**src/rtl/updown_counter_param_pkg.sv**
```systemverilog
// Shared constants and helpers for the parameterised up/down counter.
// Holds the boundary-mode encodings and the default terminal-count function.
package updown_counter_param_pkg;

    localparam logic MODE_WRAP = 1'b0;
    localparam logic MODE_SAT  = 1'b1;

    // Widened to 64 bits so a 32-bit counter's all-ones value is representable.
    function automatic longint unsigned defaultMaxVal(input int unsigned width);
        return (64'd1 << width) - 64'd1;
    endfunction

endpackage

```
**src/rtl/updown_counter_param_cnt_next_calc.sv**
```systemverilog
// Combinational next-count and boundary-event detection for the up/down counter.
// All arithmetic is one bit wider than the count so carries and borrows are explicit.
module cnt_next_calc
    import updown_counter_param_pkg::*;
#(
    parameter int unsigned WIDTH = 4
) (
    input  logic [WIDTH-1:0] count_i,
    input  logic             up_i,
    input  logic             sat_i,
    input  logic [WIDTH-1:0] max_val_i,
    output logic [WIDTH-1:0] next_count_o,
    output logic             boundary_o
);

    logic [WIDTH:0] countExt;
    logic [WIDTH:0] maxExt;
    logic [WIDTH:0] incr;
    logic [WIDTH:0] decr;

    assign countExt = {1'b0, count_i};
    assign maxExt   = {1'b0, max_val_i};
    assign incr     = countExt + {{WIDTH{1'b0}}, 1'b1};
    assign decr     = countExt - {{WIDTH{1'b0}}, 1'b1};

    // Counting past MAX_VAL shows up as incr > max; counting below zero as a borrow.
    always_comb begin
        next_count_o = count_i;
        boundary_o   = 1'b0;
        if (up_i) begin
            if (incr > maxExt) begin
                boundary_o   = 1'b1;
                next_count_o = (sat_i == MODE_SAT) ? max_val_i : '0;
            end else begin
                next_count_o = incr[WIDTH-1:0];
            end
        end else begin
            if (decr[WIDTH]) begin
                boundary_o   = 1'b1;
                next_count_o = (sat_i == MODE_SAT) ? '0 : max_val_i;
            end else begin
                next_count_o = decr[WIDTH-1:0];
            end
        end
    end

endmodule

```
**src/rtl/updown_counter_param.sv**
```systemverilog
// Parameterised up/down counter with wrap/saturate boundaries, load, clear,
// a one-cycle boundary pulse and sticky overflow/underflow flags.
module updown_counter_param
    import updown_counter_param_pkg::*;
#(
    parameter int unsigned       WIDTH   = 4,
    parameter longint unsigned   MAX_VAL = defaultMaxVal(WIDTH),
    parameter longint unsigned   RST_VAL = 0
) (
    input  logic             clk,
    input  logic             rst,
    input  logic             en,
    input  logic             up,
    input  logic             sat,
    input  logic             load,
    input  logic [WIDTH-1:0] load_val,
    input  logic             clr,
    output logic [WIDTH-1:0] count,
    output logic             tc,
    output logic             ovf,
    output logic             unf
);

    if (WIDTH < 2 || WIDTH > 32) begin : gBadWidth
        $error("updown_counter_param: WIDTH %0d outside 2..32", WIDTH);
    end
    if (MAX_VAL < 1 || MAX_VAL > defaultMaxVal(WIDTH)) begin : gBadMax
        $error("updown_counter_param: MAX_VAL %0d outside 1..2**WIDTH-1", MAX_VAL);
    end
    if (RST_VAL > MAX_VAL) begin : gBadRst
        $error("updown_counter_param: RST_VAL %0d exceeds MAX_VAL %0d", RST_VAL, MAX_VAL);
    end

    localparam logic [WIDTH-1:0] MAX_W = MAX_VAL[WIDTH-1:0];
    localparam logic [WIDTH-1:0] RST_W = RST_VAL[WIDTH-1:0];

    logic [WIDTH-1:0] count_q, count_d;
    logic             tc_q, tc_d;
    logic             ovf_q, ovf_d;
    logic             unf_q, unf_d;
    logic [WIDTH-1:0] nextCount;
    logic             boundary;

    cnt_next_calc #(
        .WIDTH(WIDTH)
    ) uNextCalc (
        .count_i     (count_q),
        .up_i        (up),
        .sat_i       (sat),
        .max_val_i   (MAX_W),
        .next_count_o(nextCount),
        .boundary_o  (boundary)
    );

    // Priority clr > load > en; tc is a pulse so it defaults low every cycle.
    always_comb begin
        count_d = count_q;
        tc_d    = 1'b0;
        ovf_d   = ovf_q;
        unf_d   = unf_q;
        if (clr) begin
            count_d = RST_W;
            ovf_d   = 1'b0;
            unf_d   = 1'b0;
        end else if (load) begin
            count_d = (load_val > MAX_W) ? MAX_W : load_val;
        end else if (en) begin
            count_d = nextCount;
            tc_d    = boundary;
            if (boundary && up) begin
                ovf_d = 1'b1;
            end
            if (boundary && !up) begin
                unf_d = 1'b1;
            end
        end
    end

    always_ff @(posedge clk or negedge rst) begin
        if (!rst) begin
            count_q <= RST_W;
            tc_q    <= 1'b0;
            ovf_q   <= 1'b0;
            unf_q   <= 1'b0;
        end else begin
            count_q <= count_d;
            tc_q    <= tc_d;
            ovf_q   <= ovf_d;
            unf_q   <= unf_d;
        end
    end

    assign count = count_q;
    assign tc    = tc_q;
    assign ovf   = ovf_q;
    assign unf   = unf_q;

endmodule

```
**config.mk**
```make
export PLATFORM = sky130hd
export DESIGN_NAME = updown_counter_param
export DESIGN_NICKNAME = d
export VERILOG_FILES = /design/src/rtl/updown_counter_param_pkg.sv /design/src/rtl/updown_counter_param_cnt_next_calc.sv /design/src/rtl/updown_counter_param.sv
export SDC_FILE = /design/constraint.sdc
export NUM_CORES = 1
export LEC_CHECK = 0
export BUFFER_PORTS_ARGS = -buffer_cell sky130_fd_sc_hd__buf_2
export CAP_MARGIN = 5
export CORE_ASPECT_RATIO = 1.5
export CORE_MARGIN = 4
export CORE_UTILIZATION = 25
export DETAILED_ROUTE_END_ITERATION = 12
export REMOVE_ABC_BUFFERS = 1
export SLEW_MARGIN = 0
export SYNTH_ARGS = -nofsm -noshare
export SYNTH_HDL_FRONTEND = slang
export SYNTH_SLANG_ARGS = --single-unit
```
**constraint.sdc**
```tcl
create_clock -name clk -period 1.85 [get_ports clk]
set_input_delay 0.185 -clock clk [delete_from_list [all_inputs] [get_ports clk]]
set_output_delay 0.185 -clock clk [all_outputs]
set_load 0.02 [all_outputs]
```
; Yosys cells after proc, flatten, opt, wreduce, memory -nomap -nowiden
; Cells that the tools add are included.
; Widths: inputs -> output; s select.
[op_classes]
n_addsub = 2
magnitude_cmp = 2
n_eq_ne = 1
n_mux = 23
reduce_logical = 9
[op_table]
columns = cell, count
row1 = $mux 4, 9
row2 = $mux 1, 14
row3 = $reduce_and 3->1, 2
row4 = $reduce_bool 2->1, 3
row5 = $add 4x1->5 const B, 1
row6 = $gt 5x4->1 const B, 1
row7 = $sub 4x1->5 const B, 1
row8 = $gt 4x4->1 const B, 1
row9 = $reduce_bool 3->1, 1
row10 = $logic_and 1x1->1, 2
row11 = $ne 2x1->1 const B, 1
row12 = $logic_not 1->1, 1
[word_totals]
ff_bits = 7

; Logic depth before layout (Yosys ltp)
[logic_depth]
word_depth = 9
mapped_depth = 8

; Modules after synthesis
; From an unflattened synthesis, not the netlist that was laid out.
[unflattened]
hier_cells = 89
area_unflattened_um2 = 770.7
[modules_own_cells]
columns = module, n_inst, cells_per_inst, area_per_inst_um2, seq_area_each_um2
row1 = cnt_next_calc, 1, 59, 435.4, 0.0
row2 = updown_counter_param, 1, 30, 335.3, 175.2

; Worst setup path before layout
; OpenSTA, ideal clock, no wires.
[synth_path]
kind = reg-to-reg
from = register count_q[0], in the netlist count[0]
to = register count_q[3], in the netlist count[3]
t_arrival_ns = 1.834
slack_ns = -0.085
path_stages_with_launch = 8
path_buffers = 1
synth_period_minus_slack_ns = 1.935
cell_sequence = dfrtp_1 > buf_2 > inv_1 > ha_1 > a31oi_4 > nor2_2 > o41a_1 > o311ai_2
[synth_between]
elab_chain_len = 7
word_cells_on_any_way = 9
cone_classes = 2 x add/sub / 1 x order compare / 6 x mux
[synth_rtl]
columns = item, line
row1 = "start, declared", updown_counter_param.sv:37  ; logic [WIDTH-1:0] count_q, count_d;
row2 = "start signal, assigned", updown_counter_param.sv:86  ; count_q <= count_d;
row3 = $add 4x1->5, updown_counter_param_cnt_next_calc.sv:23  ; assign incr = countExt + {{WIDTH{1'b0}}, 1'b1};
row4 = $gt 5x4->1, updown_counter_param_cnt_next_calc.sv:31  ; if (incr > maxExt) begin
row5 = $mux 4, updown_counter_param_cnt_next_calc.sv:31
row6 = $mux 4 (*), updown_counter_param_cnt_next_calc.sv:30  ; if (up_i) begin
row7 = $mux 4 (*), updown_counter_param.sv:67  ; end else if (en) begin
row8 = $mux 4 (*), updown_counter_param.sv:65  ; end else if (load) begin
row9 = $mux 4 (*), updown_counter_param.sv:61  ; if (clr) begin
; Mark *: on every way between the ends. The rest lies on a longest branch, timed or not. The select of a mux whose other input is x is not followed.
; A chain may end at the register's enable or synchronous reset.

; Worst setup path in the final report
; Ends and elaborated chain as after synthesis.

==> summary by stage <==
Power and ir drop
The largest voltage drop on the vdd net is 0.213 mV. The combinational fraction of design power is 36.8%. The switching part of the total power is 36.7%. For this design the total switching power over the nets is roughly 0.19 mW. The share of total power in the clock network is 28.2%.

In this run, flip-flops and latches consume around a third of the power. The power per cell area is 606 nW/µm². The cell-internal power is about 0.33 mW.

In this run the static leakage power is between 0.3 and 0.4 nW.

Synthesis
The count of flip-flops with a built-in enable after synthesis is 0. The number of distinct library cell variants in the gate-level netlist after synthesis is 35. For this run, the leading register cell type out of synthesis is sky130_fd_sc_hd__dfrtp_1. After synthesis the netlist holds a flip-flop and latch count of 7.

The average size of a mapped cell is 8.47 µm². The sequential fraction of the synthesis area is 27.6%. The share of async-settable or async-resettable flops after synthesis is 100%. The gate count after technology mapping is 75. During synthesis, Yosys emitted a total of 0 warnings.

The combined area of all synthesized cells is ~640 µm².

Cells and area
The non-filler instance count after layout is 124. The net count of the finished layout is 115. The synthesis-to-finish area growth is 34.1%. The number of antenna diodes in the final layout is 0. The post-route netlist has between 40% and 50% of its cells at a drive strength greater than 1.

Timing
For the pin with the worst max-slew slack, the measured transition is 0.444 ns. Static timing analysis puts the maximum clock frequency at roughly 560 MHz. The final number of max-transition violations came to 0. The time the worst path needs with I/O delays and setup is 1.79 ns. The final hold violation count is 0. The final count of negative-setup-slack endpoints is 0. The setup slack of the critical path after layout is 0.0636 ns. The final cycle utilization of the critical path is between 90% and 100%. Setup repair after global routing left no endpoint under its margin. Headroom to the max-slew limit came out at 70.4%. Clock skew on the completed layout was measured at about 0.006 ns.

Min path
The class of the worst hold path is input pin to register. The end of the worst hold path is unf$_DFFE_PN0P_. The number of cells on the worst hold path is 2. The startpoint of the worst hold path is clr.

Critical path
STA puts the critical path data arrival time at 1.95 ns. The critical path starts at count[0]$_DFFE_PN0P_. The largest single stage delay on the critical path is 0.42 ns. The worst reg-to-reg path cell count is 6. The top fanout value on the critical path is 4.

The worst endpoint required time is 2.02 ns. The launch instance of the worst register-to-register path is count[0]$_DFFE_PN0P_. For flop-to-flop paths, the worst setup slack is 0.06 ns.

The critical path in this run is classified as register to register. The element type at the critical path start is a register. The nature of the critical path endpoint is a register. The library cell contributing the largest single delay on the critical path is sky130_fd_sc_hd__dfrtp_1. In this run the critical register-to-register path is captured at count[3]$_DFFE_PN0P_. The critical path goes through ha_2, xor2_2, a31oi_4, nor2_2, o41a_1, o311ai_2.

Clock tree
In this run the number of H-tree levels came out at 1. The number of clock sinks is 7. Counting the buffers created by CTS gives 3. Clock latency on the worst-skew pair, taken at its later pin, is 0.26 ns. The CTS clock-pin slew for the worst setup and hold paths is 0.06 ns. No sink is reached through more buffers than the 2 on the longest clock path. The CTS tree is built. The cell sitting at the root of the clock tree is a sky130_fd_sc_hd__clkbuf_4.

Global routing
The number of global-route vias before repair is between 600 and 700. The initial antenna violation count is 0. The overall fraction of global-route tracks in use is about 11%. The maximum number of pins on one net before global-route repair is 15. The wire length of the first global-routing pass is 3000 µm.

For this run the aggregate overflow at the end of global routing stands at 0.

Floorplanning
The height of the die is 69.8 µm. The width of the die is 49.2 µm. During I/O placement, the number of pins put on the boundary was 18. The total die area is approximately 3400 µm².

The initial core utilization is roughly 26%. In this run the standard cell core region covers 2450 µm². The number of standard-cell rows in the floorplan is 22.

Drt
The DRC violation count after routing is 0. The via count normalized by instance count is ~5.5. The total vias in the final route is 686. For this block, the routed nets add up to 1920 µm of wire. Once detail routing completed, the nets flagged for antenna violations numbered 0. The detailed-routing iteration count for the pre-antenna-repair pass is 4.

The post-detailed-route wirelength per cell is 15.5 µm. In this run, the number of DRC markers left after iteration 0 of detailed routing was 12.

Placement
During placement, the flow inserted port buffers numbering 17. The number of placed cells counting well taps is 117. OpenSTA, run right after detailed placement, puts the worst setup slack at 0.0516 ns. The final estimated routing congestion in global placement is 0.857.

The estimated wirelength of the detail-placed design is 1400 µm.

Run status
The flow ran to the end, and the final reports show no timing, DRC or antenna violations.

Run
The reported max-cap violation count is 0.
cells in the mapped netlist, types with 2 or more instances:
cell | number | share of area (%)
sky130_fd_sc_hd__mux2i_1 | 2 | 3.1
sky130_fd_sc_hd__nand3_1 | 2 | 1.6
sky130_fd_sc_hd__buf_6 | 2 | 3.5
sky130_fd_sc_hd__a21oi_1 | 8 | 6.3
sky130_fd_sc_hd__a31oi_1 | 2 | 2.0
sky130_fd_sc_hd__clkbuf_1 | 2 | 1.2
sky130_fd_sc_hd__inv_1 | 6 | 3.5
sky130_fd_sc_hd__nor2b_1 | 2 | 2.0
sky130_fd_sc_hd__dfrtp_1 | 7 | 28
sky130_fd_sc_hd__nor2_1 | 11 | 6.5
sky130_fd_sc_hd__nor3_1 | 3 | 2.4
sky130_fd_sc_hd__a211oi_1 | 3 | 3.5
sky130_fd_sc_hd__ha_1 | 3 | 5.9
placed cells by master (no fill, tap or decap), types with 2 or more instances in the layout:
cell	instances
sky130_fd_sc_hd__nand3_1	2
sky130_fd_sc_hd__dfrtp_1	6
sky130_fd_sc_hd__mux2i_1	2
sky130_fd_sc_hd__a31oi_1	2
sky130_fd_sc_hd__inv_1	4
sky130_fd_sc_hd__nor2_1	10
sky130_fd_sc_hd__nor3_1	3
sky130_fd_sc_hd__nor2b_1	2
sky130_fd_sc_hd__buf_2	17
sky130_fd_sc_hd__clkbuf_4	3
sky130_fd_sc_hd__buf_4	8
sky130_fd_sc_hd__nor2_2	2
sky130_fd_sc_hd__a21oi_1	8
sky130_fd_sc_hd__a211oi_1	3
sky130_fd_sc_hd__inv_2	2
sequential cells by signal, summed over array words and instances (netlist names):
name,cells
count,4
ovf,1
tc,1
unf,1
timing repair:
| item | CTS | global route |
|---|---|---|
| resized for setup | 0 | 10 |
| buffers inserted | 0 | 2 |
| endpoints found under the hold margin | 7 | 0 |
| endpoints found under the setup margin | 0 | 5 |
| hold buffers | 1 | 0 |
stage by stage:
stage | hold slack, ns | total power, mW | cell area [µm²] | setup TNS, ns | utilization (%)
after floorplan | -0.111 | 0.276 | 601 | -0.0555 | -
after global placement | 0.0289 | 0.343 | 761 | 0 | 31.1
after detailed placement | 0.0304 | 0.346 | 761 | 0 | 31.1
after CTS | 0.225 | 0.490 | 798 | 0 | 32.6
after global routing | 0.223 | 0.548 | 852 | 0 | 34.8
final | 0.233 | 0.516 | 852 | 0 | 34.8
final cells by class:
type                    instances  area (µm²)
clock inverters                 1        5.00
flip-flops and latches          7         176
well taps                      24        30.0
fillers                       260        1600
inverters                       6        22.5
clock buffers                   3        22.5
repair buffers                 26         155
multi-input cells              57         440
power groups by stage:
stage / sequential, mW / combinational [mW] / clock, mW
3_5_place_dp: 0.180 / 0.166 / 0
4_1_cts: 0.178 / 0.168 / 0.144
3_3_place_gp: 0.180 / 0.164 / 0
2_1_floorplan: 0.190 / 0.0853 / 0
5_1_grt: 0.182 / 0.206 / 0.160
6_report: 0.181 / 0.190 / 0.146
logic make-up (layout without fill, tap and decap cells):
logic type	after synthesis	count (layout)	synth area share, %
AO/OA/AOI/OAI	23	23	28.2
multiplexers	2	2	3.15
buffers and inverters	11	36	9.05
flip-flops	7	7	27.6
XOR/XNOR	1	1	2.56
adder cells (fa/ha/maj)	3	3	5.91
AND/OR/NAND/NOR	28	28	23.6
layer usage:
layer / up-vias / wire length [µm] / GRT usage (%)
li1: 324 / - / -
met1: 334 / 770 / 11.3
met2: 23 / 1020 / 20.3
met3: 5 / 98 / 2.37
met4: 0 / 36 / 5.70
met5: - / 0 / 0
worst max-delay path: cells and delay by family (launching register included):
kind,cells,cell delay [ns]
DFF,1,0.42
and+or+nand+nor,1,0.05
xor gates and xnor gates,1,0.17
adders and majority gates,1,0.23
AOI/OAI and AO/OA,3,0.82
worst max path at each step:
stage	to	slack, ns	cells past startpoint
2_1_floorplan	count[3]$_DFFE_PN0P_	-0.06	6
3_3_place_gp	count[0]$_DFFE_PN0P_	0.05	7
3_5_place_dp	count[3]$_DFFE_PN0P_	0.05	6
4_1_cts	count[3]$_DFFE_PN0P_	0.02	6
5_1_grt	count[3]$_DFFE_PN0P_	0.004	6
6_report	count[3]$_DFFE_PN0P_	0.06	6
Power figures use the tool's default switching activity.
